===== src/rtl/sr_drv_pkg.sv =====
// rtl/sr_drv_pkg.sv - shared FSM states, synchronizer depth and request encoding for sr_latch_driver
package sr_drv_pkg;

    localparam int SYNC_DEPTH = 2;

    localparam logic [2:0] ST_INIT      = 3'd0;
    localparam logic [2:0] ST_IDLE      = 3'd1;
    localparam logic [2:0] ST_PULSE_SET = 3'd2;
    localparam logic [2:0] ST_PULSE_RST = 3'd3;
    localparam logic [2:0] ST_GAP       = 3'd4;

    // Request types double as bit indices into the pending/rise vectors.
    localparam int REQ_SET = 0;
    localparam int REQ_RST = 1;
    localparam int NUM_REQ = 2;

endpackage


===== src/rtl/sr_debounce.sv =====
// rtl/sr_debounce.sv - button synchronizer, debounce counter and rising-edge detect
module sr_debounce
    import sr_drv_pkg::*;
#(
    parameter int DEB_CYCLES = 4
) (
    input  logic clk,
    input  logic rst_n,
    input  logic raw,
    output logic rise
);

    localparam int CNT_W = (DEB_CYCLES > 1) ? $clog2(DEB_CYCLES) : 1;

    logic [SYNC_DEPTH-1:0] sync;
    logic [CNT_W-1:0]      cnt;
    logic                  level;
    logic                  sample;

    assign sample = sync[SYNC_DEPTH-1];

    always_ff @(posedge clk or negedge rst_n) begin
        if (!rst_n) begin
            sync  <= '0;
            cnt   <= '0;
            level <= 1'b0;
            rise  <= 1'b0;
        end else begin
            sync <= {sync[SYNC_DEPTH-2:0], raw};
            rise <= 1'b0;
            // Any sample that agrees with the current level restarts the run.
            if (sample == level) begin
                cnt <= '0;
            end else if (cnt == CNT_W'(DEB_CYCLES - 1)) begin
                cnt   <= '0;
                level <= sample;
                rise  <= sample;
            end else begin
                cnt <= cnt + CNT_W'(1);
            end
        end
    end

endmodule


===== src/rtl/sr_latch_driver.sv =====
// rtl/sr_latch_driver.sv - debounced, mutually exclusive pulse driver for a NAND SR latch with q feedback check
module sr_latch_driver
    import sr_drv_pkg::*;
#(
    parameter int DEB_CYCLES = 4,
    parameter int PULSE_W    = 3,
    parameter int GAP_W      = 1
) (
    input  logic clk,
    input  logic rst_n,
    input  logic set_req,
    input  logic reset_req,
    input  logic q_fb,
    output logic set_n,
    output logic reset_n,
    output logic state_o,
    output logic busy,
    output logic mismatch
);

    localparam int CNT_MAX = (PULSE_W > GAP_W) ? PULSE_W : GAP_W;
    localparam int CNT_W   = $clog2(CNT_MAX + 1);

    logic [NUM_REQ-1:0]    rise;
    logic [NUM_REQ-1:0]    pend;
    logic [NUM_REQ-1:0]    start;
    logic [2:0]            state;
    logic [CNT_W-1:0]      cnt;
    logic [SYNC_DEPTH-1:0] q_sync;
    logic                  q_s;

    sr_debounce #(.DEB_CYCLES(DEB_CYCLES)) u_deb_set (
        .clk  (clk),
        .rst_n(rst_n),
        .raw  (set_req),
        .rise (rise[REQ_SET])
    );

    sr_debounce #(.DEB_CYCLES(DEB_CYCLES)) u_deb_rst (
        .clk  (clk),
        .rst_n(rst_n),
        .raw  (reset_req),
        .rise (rise[REQ_RST])
    );

    assign start[REQ_RST] = (state == ST_IDLE) && pend[REQ_RST];
    assign start[REQ_SET] = (state == ST_IDLE) && !pend[REQ_RST] && pend[REQ_SET];
    assign busy           = (state != ST_IDLE);
    assign q_s            = q_sync[SYNC_DEPTH-1];

    // A new edge landing on the cycle its pulse starts is kept, not lost.
    always_ff @(posedge clk or negedge rst_n) begin
        if (!rst_n) begin
            pend <= '0;
        end else begin
            pend <= rise | (pend & ~start);
        end
    end

    always_ff @(posedge clk or negedge rst_n) begin
        if (!rst_n) begin
            state   <= ST_INIT;
            cnt     <= '0;
            set_n   <= 1'b1;
            reset_n <= 1'b1;
            state_o <= 1'b0;
        end else begin
            case (state)
                // INIT starts counting from 0 so its first cycle pulls reset_n low.
                ST_INIT: begin
                    reset_n <= 1'b0;
                    if (cnt == CNT_W'(PULSE_W)) begin
                        reset_n <= 1'b1;
                        state_o <= 1'b0;
                        cnt     <= CNT_W'(1);
                        state   <= ST_GAP;
                    end else begin
                        cnt <= cnt + CNT_W'(1);
                    end
                end
                ST_IDLE: begin
                    if (start[REQ_RST]) begin
                        reset_n <= 1'b0;
                        cnt     <= CNT_W'(1);
                        state   <= ST_PULSE_RST;
                    end else if (start[REQ_SET]) begin
                        set_n <= 1'b0;
                        cnt   <= CNT_W'(1);
                        state <= ST_PULSE_SET;
                    end
                end
                ST_PULSE_SET, ST_PULSE_RST: begin
                    if (cnt == CNT_W'(PULSE_W)) begin
                        set_n   <= 1'b1;
                        reset_n <= 1'b1;
                        state_o <= (state == ST_PULSE_SET);
                        cnt     <= CNT_W'(1);
                        state   <= ST_GAP;
                    end else begin
                        cnt <= cnt + CNT_W'(1);
                    end
                end
                ST_GAP: begin
                    if (cnt == CNT_W'(GAP_W)) begin
                        cnt   <= '0;
                        state <= ST_IDLE;
                    end else begin
                        cnt <= cnt + CNT_W'(1);
                    end
                end
                default: begin
                    set_n   <= 1'b1;
                    reset_n <= 1'b1;
                    cnt     <= '0;
                    state   <= ST_INIT;
                end
            endcase
        end
    end

    // Only compare while the FSM will stay in IDLE, so the flag never leaks into a pulse.
    always_ff @(posedge clk or negedge rst_n) begin
        if (!rst_n) begin
            q_sync   <= '0;
            mismatch <= 1'b0;
        end else begin
            q_sync   <= {q_sync[SYNC_DEPTH-2:0], q_fb};
            mismatch <= (state == ST_IDLE) && (pend == '0) && (q_s != state_o);
        end
    end

endmodule


===== config.mk =====
export PLATFORM = sky130hd
export DESIGN_NAME = sr_latch_driver
export DESIGN_NICKNAME = d
export VERILOG_FILES = /design/src/rtl/sr_drv_pkg.sv /design/src/rtl/sr_debounce.sv /design/src/rtl/sr_latch_driver.sv
export SDC_FILE = /design/constraint.sdc
export NUM_CORES = 1
export LEC_CHECK = 0
export CORE_ASPECT_RATIO = 0.7
export CORE_MARGIN = 2
export CORE_UTILIZATION = 31
export CTS_BUF_LIST = sky130_fd_sc_hd__clkbuf_16
export DETAILED_ROUTE_END_ITERATION = 10
export PLACE_DENSITY = 0.57
export SLEW_MARGIN = 20
export SYNTH_ARGS = -nofsm -noshare
export SYNTH_HDL_FRONTEND = slang
export SYNTH_SLANG_ARGS = --single-unit

===== constraint.sdc =====
create_clock -name clk -period 2.1 [get_ports clk]
set_input_delay 0.42 -clock clk [delete_from_list [all_inputs] [get_ports clk]]
set_output_delay 0.42 -clock clk [all_outputs]
set_load 0.005 [all_outputs]

# Word level (Yosys, flattened, before mapping)
# Cells that the tools add are included.
[totals]
elab_cells = 92
regBits = 25
inputBits = 5
out_inout_bits = 5
[classes]
n_mux = 28
bitwise_logic = 7
n_eq_ne = 20
n_addsub = 3
n_reduce_logical = 18
[op_table]
columns = ["cell", "n"]
rows = [
  ["2-bit two-way mux", 8],
  ["3-bit two-way mux", 4],
  ["2-bit inequality test, second input constant", 6],
  ["1-bit two-way mux", 11],
  ["3-bit case mux with 3 select lines", 1],
  ["3-bit AND reduction", 3],
  ["2-bit by 1-bit adder with 2-bit output, second input constant", 3],
  ["2-bit equality test, second input constant", 3],
  ["3-bit by 2-bit equality test with 1-bit output, second input constant", 2],
  ["2-bit case mux with 3 select lines", 1],
  ["1-bit logical AND", 5],
  ["1-bit NOT", 4],
  ["1-bit case mux with 4 select lines", 1],
  ["2-bit AND reduction", 2],
  ["4-bit AND reduction", 1],
  ["2-bit OR reduction", 2],
  ["3-bit by 1-bit equality test with 1-bit output, second input constant", 1],
  ["3-bit equality test, second input constant", 1],
  ["3-bit logical NOT", 1],
  ["3-bit by 1-bit inequality test with 1-bit output, second input constant", 1],
  ["3-bit inequality test, second input constant", 1],
  ["1-bit case mux with 3 select lines", 1],
  ["3-bit OR reduction", 1],
  ["2-bit AND", 1],
  ["10 further kinds", 11],
]

# Depth between registers and ports, before layout
# Gate-level depths: netlist of the first run.
[logic_depth]
depth_word = 6
depth_mapped = 5
ltp_nobuf = 4

# By module
# A second synthesis of the first run with hierarchy kept.
[hier_totals]
hier_cells = 78
area_unflattened_um2 = 1031.0
[by_module_without_submodules]
columns = ["module", "seq_area_each_um2", "area_each_um2", "instances", "cells_each"]
rows = [
  ["sr_latch_driver", 327.8, 613.1, 1, 54],
  ["sr_debounce", 150.1, 209.0, 2, 12],
]

# Worst setup path before layout of the first run
# No wires, ideal clock.
[synth_timing]
path_kind = "reg2reg"
start = "register state[1]"
end = "register cnt[1]"
arrival_time_ns = 1.413
stages_incl_launch_ff = 6
period_less_slack_ns = 1.517
required_time_ns = 1.996
slack_ns = 0.583
setup_ns = 0.104
path_buffers = 2
path_cell_list = "dfrtp_1 buf_6 or3b_1 clkbuf_2 or4_1 o311ai_1"
[synth_between]
elab_chain_len = 4
word_cells_on_any_way = 12
classes_between = "5 x eq/ne; 2 x mux; 5 x reduce/logical"
[synth_rtl]
columns = ["item", "line_no", "text"]
rows = [
  ["start, declared", "sr_latch_driver.sv:27", "logic [2:0] state;"],
  ["start signal, assigned", "sr_latch_driver.sv:62", "state <= ST_INIT;"],
  ["start signal, assigned", "sr_latch_driver.sv:76", "state <= ST_GAP;"],
  ["start signal, assigned", "sr_latch_driver.sv:85", "state <= ST_PULSE_RST;"],
  ["3-bit by 1-bit equality test with 1-bit output", "sr_latch_driver.sv:46, sr_latch_driver.sv:47, sr_latch_driver.sv:68", ""],
  ["1-bit logical AND (on tied branches)", "sr_latch_driver.sv:46, sr_latch_driver.sv:47", ""],
  ["2-bit two-way mux / 1-bit logical AND (equally long branches)", "sr_latch_driver.sv:82, sr_latch_driver.sv:47", ""],
  ["2-bit case mux with 3 select lines / 3-bit inequality test (equally long branches)", "-", ""],
  ["end signal, assigned", "sr_latch_driver.sv:78", "cnt <= cnt + CNT_W'(1);"],
  ["end signal, assigned", "sr_latch_driver.sv:100", "cnt <= cnt + CNT_W'(1);"],
  ["end signal, assigned", "sr_latch_driver.sv:108", "cnt <= cnt + CNT_W'(1);"],
  ["end, declared", "sr_latch_driver.sv:28", "logic [CNT_W-1:0] cnt;"],
]
# Several ways; a longest one is shown, not always the timed one.
# A chain may end at the register's enable or synchronous reset.

# Worst setup path in the final report of the first run
[layout_timing]
start = "register state[1]"
end = "output port busy"
[layout_between]
elab_chain_len = 1
[layout_rtl]
columns = ["item", "line_no", "text"]
rows = [
  ["3-bit by 1-bit inequality test with 1-bit output", "sr_latch_driver.sv:48", "assign busy = (state != ST_IDLE);"],
  ["end, declared", "sr_latch_driver.sv:17", "output logic busy,"],
]
# No other way between the ends.

==> results of run 1 <==
## per-stage QoR
stage               cells  hold WS [ns]  setup slack [ns]
floorplan              78        0.1244            0.5831
global placement      125        0.3320            0.3562
detailed placement    125        0.3379            0.3492
CTS                   129        0.3542           0.05134
global route          129        0.3693           0.01806
finish                129        0.3495           0.07493
## routing by layer
| layer | global-route usage (%) | routed length (µm) |
|---|---|---|
| met5 | 0 | 0 |
| met4 | 5.556 | 16 |
| met3 | 4.264 | 89 |
| met2 | 16.36 | 735 |
| met1 | 14.04 | 813 |
## cells by family after synthesis
kind of cell / after synthesis
xor+xnor: 3
flops: 25
fa+ha+maj: 5
compound gates: 16
simple gates: 22
mux: 2
buf+inv: 5
## flip-flops by register name, indices dropped and copies added (netlist names), 2 cells and up
signal / count
state: 3
cnt: 2
pend: 2
q_sync: 2
u_deb_rst.cnt: 2
u_deb_rst.sync: 2
u_deb_set.cnt: 2
u_deb_set.sync: 2
## power by group through the flow
stage | Sequential, µW | Combinational (µW) | Clock (µW)
global placement | 785 | 502 | 0
CTS | 789 | 511 | 428
detailed placement | 798 | 505 | 0
floorplan | 747 | 372 | 0
global route | 821 | 577 | 454
finish | 790 | 507 | 410
## synth_stat cells
| library cell | instances | area share (%) |
|---|---|---|
| a21o_1 | 1 | 0.74 |
| a21oi_1 | 3 | 1.5 |
| a22oi_1 | 1 | 0.74 |
| a2bb2oi_1 | 1 | 0.86 |
| a31o_2 | 1 | 0.86 |
| a32o_1 | 1 | 0.98 |
| and2b_1 | 1 | 0.74 |
| and3_1 | 1 | 0.61 |
| and3b_1 | 3 | 2.6 |
| buf_6 | 1 | 1.1 |
| clkbuf_2 | 1 | 0.49 |
| dfrtp_1 | 23 | 56 |
| dfstp_2 | 2 | 5.2 |
| ha_1 | 5 | 6.1 |
| inv_1 | 3 | 1.1 |
| mux2_2 | 2 | 2.2 |
| nand2_1 | 1 | 0.37 |
| nand2b_1 | 2 | 1.2 |
| nand3_1 | 2 | 0.98 |
| nor2_1 | 1 | 0.37 |
| nor2b_1 | 4 | 2.5 |
| nor3_1 | 3 | 1.5 |
| nor4_1 | 1 | 0.61 |
| o21ai_0 | 4 | 2.0 |
| o22ai_1 | 1 | 0.61 |
| o311ai_1 | 1 | 0.86 |
| o32a_2 | 1 | 1.1 |
| o32ai_1 | 1 | 0.86 |
| or2b_1 | 1 | 0.74 |
| or3b_1 | 1 | 0.86 |
| or4_1 | 1 | 0.74 |
| xnor2_1 | 3 | 2.6 |
## worst register-to-register path: stages (launching register included)
cell and delay [ns]:
dfrtp_1 0.47, or3b_1 0.42, buf_4 0.17, or4_1 0.40, o311ai_1 0.09
## worst max-delay path by stage
stage	startpoint	end	slack [ns]	cells after the start
floorplan	state[1]	cnt[1]	0.58	5
global placement	state[2]	busy	0.36	2
detailed placement	state[1]	busy	0.35	2
CTS	state[1]	busy	0.05	2
global route	state[2]	busy	0.02	2
finish	state[1]	busy	0.07	2
## layout make-up
class / count / area, µm²
Tap cell: 38 / 47.55
Fill cell: 308 / 1912
Timing Repair Buffer: 11 / 105.1
Clock buffer: 3 / 75.07
Multi-Input combinational cell: 48 / 364.1
Clock inverter: 1 / 5.005
Sequential cell: 25 / 628.1
Inverter: 3 / 11.26
==> insert_results.sql, run 1 <==
INSERT INTO impl_metrics (metric_group, metric, value, unit) VALUES
('layout', 'n_antenna_cell', '0', ''),
('setup_path', 'cp_slowest_cell', 'dfrtp_1', ''),
('placed_design', 'place_hpwl', '1.145', 'mm'),
('power', 'static-leakage-power', '0.0005686', 'µW'),
('setup_path', 'max_fo_critical_path', '10', ''),
('setup_path', 'crit_path_start_kind', 'flop', ''),
('global_routing', 'grt_start_max_net_pins', '26', ''),
('power', 'internal_power', '1185', 'µW'),
('detailed_routing', 'final_antenna_net_count', '0', ''),
('power', 'report.power.total', '1706', 'µW'),
('setup_path', 'worst-endpoint-arrival', '1.61', 'ns'),
('clock_tree', 'clk_latency', '0.25', 'ns'),
('timing', 'unrepaired_setup_endpoints_after_global_routing', 'false', ''),
('setup_path', 'cp_data_required_time', '1.68', 'ns'),
('die', 'initial_utilization', '32.39', '%'),
('detailed_routing', 'initialDrtViolationCount', '135', ''),
('clock_tree', 'num_cts_buffers', '3', ''),
('clock_tree', 'clk_path_buf_depth', '2', ''),
('setup_path', 'timing.rr.start', 'state[1]', ''),
('die', 'placementRows', '17', ''),
('synth', 'yosysWarnings', '0', ''),
('synth', 'main_combinational_cell_family_by_area_after_synthesis', 'simple AND/OR/NAND/NOR gates', ''),
('detailed_routing', 'drt_first_pass_iters', '4', ''),
('die', 'io-pin-count', '10', ''),
('global_routing', 'globalRouteTotalUtil', '11.04', '%'),
('synth', 'syn_area_per_cell', '13.07', 'µm²'),
('synth', 'synthCells', '78', ''),
('synth', 'mappedNetlistArea', '1020', 'µm²'),
('timing', 'final_slew_violations', '0', ''),
('timing', 'setup_viol', '0', ''),
('clock_tree', 'number_of_h_tree_branching_levels', '1', ''),
('die', 'die_h', '51.99', 'µm'),
('clock_tree', 'post_cts_hold_buffer_count', '0', ''),
('detailed_routing', 'totalWireLength', '1.655', 'mm'),
('worst_hold_path', 'worstHoldStart', 'u_deb_rst.sync[0]', ''),
('timing', 'clock_skew', '0.001830', 'ns'),
('synth', 'post_synth_xor_area_fraction', '2.577', '%'),
('clock_tree', 'cts_repair_resize_count', '0', ''),
('timing', 'layout_worst_path_cycle_share', '96.43', '%'),
('detailed_routing', 'post_route_drc_violation_count', '0', ''),
('setup_path', 'setup.worst_path.end_class', 'output port', ''),
('power', 'power_frac_clock', '24.0', '%'),
('synth', 'synthSimpleGateAreaFrac', '13.74', '%'),
('setup_path', 'worst-setup-path-type', 'reg2out', ''),
('setup_path', 'worstPathCellList', 'or3b_1, clkdlybuf4s50_1', ''),
('power', 'sequentialPowerShare', '46.3', '%'),
('layout', 'drive_above_1_share', '13.19', '%'),
('run_status', 'outcome', 'completed', ''),
('timing', 'finalHoldViolations', '0', ''),
('setup_path', 'timing.rr.end', 'cnt[1]', ''),
('timing', 'slew_headroom', '79.14', '%'),
('global_routing', 'antenna_found_initial', '0', ''),
('die', 'floorplan.core_area', '3148', 'µm²'),
('layout', 'postLayoutCellArea', '1236', 'µm²'),
('synth', 'synth_nets', '88', ''),
('worst_hold_path', 'end_of_the_worst_hold_path', 'u_deb_rst.sync[1]', ''),
('clock_tree', 'cts_tree', 'done', ''),
('placed_design', 'placement.io_buffers', '9', ''),
('clock_tree', 'cts.sink_count', '25', ''),
('die', 'dieWidth', '72.55', 'µm'),
('timing', 'period_needed', '2.025', 'ns'),
('timing', 'fin_tns_setup', '0', 'ns'),
('clock_tree', 'root_buffer', 'clkbuf_16', ''),
('power', 'swShare', '30.54', '%'),
('synth', 'yosysSeqAreaShare', '61.60', '%'),
('detailed_routing', 'via_per_inst', '4.961', ''),
('synth', 'yosys-mux-area-fraction', '2.209', '%'),
('layout', 'utilization', '39.27', '%'),
('timing', 'tightest_slew', '0.3128', 'ns'),
('layout', 'layout.cells.most_common', 'dfrtp_1', ''),
('power', 'powerDensity', '1380', 'nW/µm²');
Power figures use the tool's default switching activity.
==> inputs of run 2 (changes only) <==
CORE_MARGIN = 4   (was 2)
MAX_ROUTING_LAYER = met4   (was not set)
==> run 2 against run 1 <==
First-iteration DRC count is 67% lower. Critical path depth is the same. Total power rose by 0.33%. Global-route usage decreased by 1.4 points.
==> insert_results.sql, run 2 (same netlist as run 1, synthesis figures left out) <==
INSERT INTO impl_metrics (metric_group, metric, value, unit) VALUES
('die', 'floorplan.core_area', '3148', 'µm²'),
('timing', 'slew_headroom', '79.12', '%'),
('die', 'placementRows', '17', ''),
('die', 'io-pin-count', '10', ''),
('clock_tree', 'cts.clk_slew.worst_paths', '0.06', 'ns'),
('power', 'ir_drop', '0.7011', 'mV'),
('timing', 'final_slew_violations', '0', ''),
('global_routing', 'grt_start_max_net_pins', '26', ''),
('layout', 'final_net_count', '102', ''),
('die', 'dieWidth', '76.55', 'µm'),
('placed_design', 'place_congestion', '0.8464', ''),
('run_status', 'outcome', 'completed', ''),
('detailed_routing', 'wl_per_cell', '13.18', 'µm'),
('setup_path', 'setup.worst_path.end_class', 'output port', ''),
('detailed_routing', 'final_antenna_net_count', '0', ''),
('power', 'powerDensity', '1381', 'nW/µm²'),
('clock_tree', 'number_of_h_tree_branching_levels', '1', ''),
('detailed_routing', 'met3_length', '70', 'µm'),
('clock_tree', 'root_buffer', 'clkbuf_16', ''),
('global_routing', 'gr-total-overflow', '0', ''),
('timing', 'tightest_slew', '0.3133', 'ns'),
('setup_path', 'max_fo_critical_path', '8', ''),
('run', 'drv_cap', '0', ''),
('clock_tree', 'cts.sink_count', '25', ''),
('die', 'dieArea', '4286', 'µm²'),
('clock_tree', 'clk_path_buf_depth', '2', ''),
('detailed_routing', 'initialDrtViolationCount', '45', ''),
('layout', 'largest_register_ff_count', '3', ''),
('global_routing', 'vias_in_the_first_global_route', '656', ''),
('clock_tree', 'cts_tree', 'done', ''),
('global_routing', 'globalRouteTotalUtil', '9.638', '%'),
('layout', 'n_antenna_cell', '0', ''),
('setup_path', 'worst-setup-path-type', 'reg2out', ''),
('power', 'static-leakage-power', '0.0005632', 'µW'),
('timing', 'setup_viol', '0', ''),
('timing', 'layout_worst_path_cycle_share', '96.25', '%'),
('setup_path', 'worst-endpoint-arrival', '1.60', 'ns'),
('layout', 'layout.cells.most_common', 'dfrtp_1', ''),
('detailed_routing', 'post_route_drc_violation_count', '0', ''),
('global_routing', 'antenna_found_initial', '0', ''),
('placed_design', 'placement.io_buffers', '9', ''),
('timing', 'unrepaired_setup_endpoints_after_global_routing', 'false', ''),
('timing', 'clock_skew', '0.006110', 'ns'),
('layout', 'final_cell_mix', '22 x dfrtp_1, 9 x clkdlybuf4s50_1, 5 x ha_1', ''),
('die', 'die_h', '55.99', 'µm'),
('timing', 'finalHoldViolations', '0', ''),
('timing', 'fmax', '494.8', 'MHz'),
('setup_path', 'max_stage_delay', '0.46', 'ns'),
('detailed_routing', 'drt_first_pass_iters', '4', ''),
('layout', 'regMostFlops', 'state', ''),
('layout', 'drive_above_1_share', '14.29', '%'),
('clock_tree', 'clk_latency', '0.26', 'ns'),
('setup_path', 'worst-r2r-cell-count', '4', ''),
('worst_hold_path', 'hold-path-cell-count', '0', ''),
('setup_path', 'crit_path_start_kind', 'flop', ''),
('detailed_routing', 'wl_met2', '789', 'µm'),
('setup_path', 'cp_data_required_time', '1.68', 'ns'),
('timing', 'period_needed', '2.021', 'ns'),
('setup_path', 'worstPathCellList', 'or3b_1, clkdlybuf4s50_1', ''),
('global_routing', 'grt_first_pass_wirelength', '3.174', 'mm'),
('detailed_routing', 'via_per_inst', '4.791', ''),
('layout', 'layout-area-overhead-vs-synth', '21.60', '%'),
('detailed_routing', 'detailroute.via_count', '618', ''),
('detailed_routing', 'routed.top_layer', 'met4', ''),
('worst_hold_path', 'worst_hold_path_type', 'reg2reg', ''),
('timing', 'fin_tns_setup', '0', 'ns'),
('placed_design', 'place_hpwl', '1.241', 'mm'),
('power', 'report.power.total', '1712', 'µW'),
('die', 'initial_utilization', '32.39', '%'),
('clock_tree', 'num_cts_buffers', '3', ''),
('setup_path', 'cp_slowest_cell', 'dfrtp_1', ''),
('detailed_routing', 'totalWireLength', '1.700', 'mm'),
('clock_tree', 'post_cts_hold_buffer_count', '0', ''),
('detailed_routing', 'wl_met1', '827', 'µm');
[run 2: cell count changes in the layout (fill, tap and decap cells not counted)]
cell | before | now
clkinv_2 | 1 | 0
clkinvlp_4 | 0 | 1
dfrtp_1 | 23 | 22
dfrtp_2 | 0 | 1
[run 2: path summary, 6_finish.rpt]
kind / slack, ns / startpoint / endpoint
max: 0.08 / state[2] / busy
min: 0.35 / u_deb_rst.sync[0] / u_deb_rst.sync[1]
max reg2reg: 0.47 / state[2] / cnt[1]
min reg2reg: 0.35 / u_deb_rst.sync[0] / u_deb_rst.sync[1]
max in group asynchronous: 1.28 / rst_n / reset_n
min in group asynchronous: 0.53 / rst_n / pend[0]
[run 2: area by class of cell]
class	count	area (µm²)
flip-flops and latches	25	629.4
clock buffers	3	75.07
repair buffers	11	105.1
clock inverters	1	7.507
multi-input cells	48	364.1
well taps	38	47.55
inverters	3	11.26
fillers	316	1908
[run 2: power by group]
part / switching [µW] / leakage, µW / internal [µW]
logic: 214 / 0.000216 / 289
clock network: 160 / 0.0000371 / 258
registers: 150 / 0.000310 / 641
[run 2: what timing repair did]
| action | CTS | global route |
|---|---|---|
| buffers inserted | 0 | 0 |
| endpoints found under the setup margin | 0 | 1 |
| resized for setup | 0 | 1 |
| endpoints found under the hold margin | 0 | 0 |
[run 2: per-layer routing]
layer,global-route usage [%],up-vias
met2,14.39,9
li1,-,304
met3,4.207,2
met4,1.550,0
met1,12.36,303
met5,-,-
[run 2: stage by stage]
| step | util, % | setup slack (ns) | area, µm² | std cells | hold slack (ns) |
|---|---|---|---|---|---|
| 2_1_floorplan | - | 0.5831 | 1020 | 78 | 0.1244 |
| 3_3_place_gp | 36.73 | 0.3538 | 1156 | 125 | 0.3322 |
| 3_5_place_dp | 36.73 | 0.3518 | 1156 | 125 | 0.3381 |
| 4_1_cts | 39.35 | 0.05517 | 1239 | 129 | 0.3531 |
| 5_1_grt | 39.39 | 0.01065 | 1240 | 129 | 0.3564 |
| 6_report | 39.39 | 0.07882 | 1240 | 129 | 0.3523 |
[run 2: critical path: cells and delay by family (launching register included)]
| kind | cells | cell delay [ns] |
|---|---|---|
| buffers and inverters | 1 | 0.46 |
| DFF | 1 | 0.46 |
| and+or+nand+nor | 1 | 0.43 |
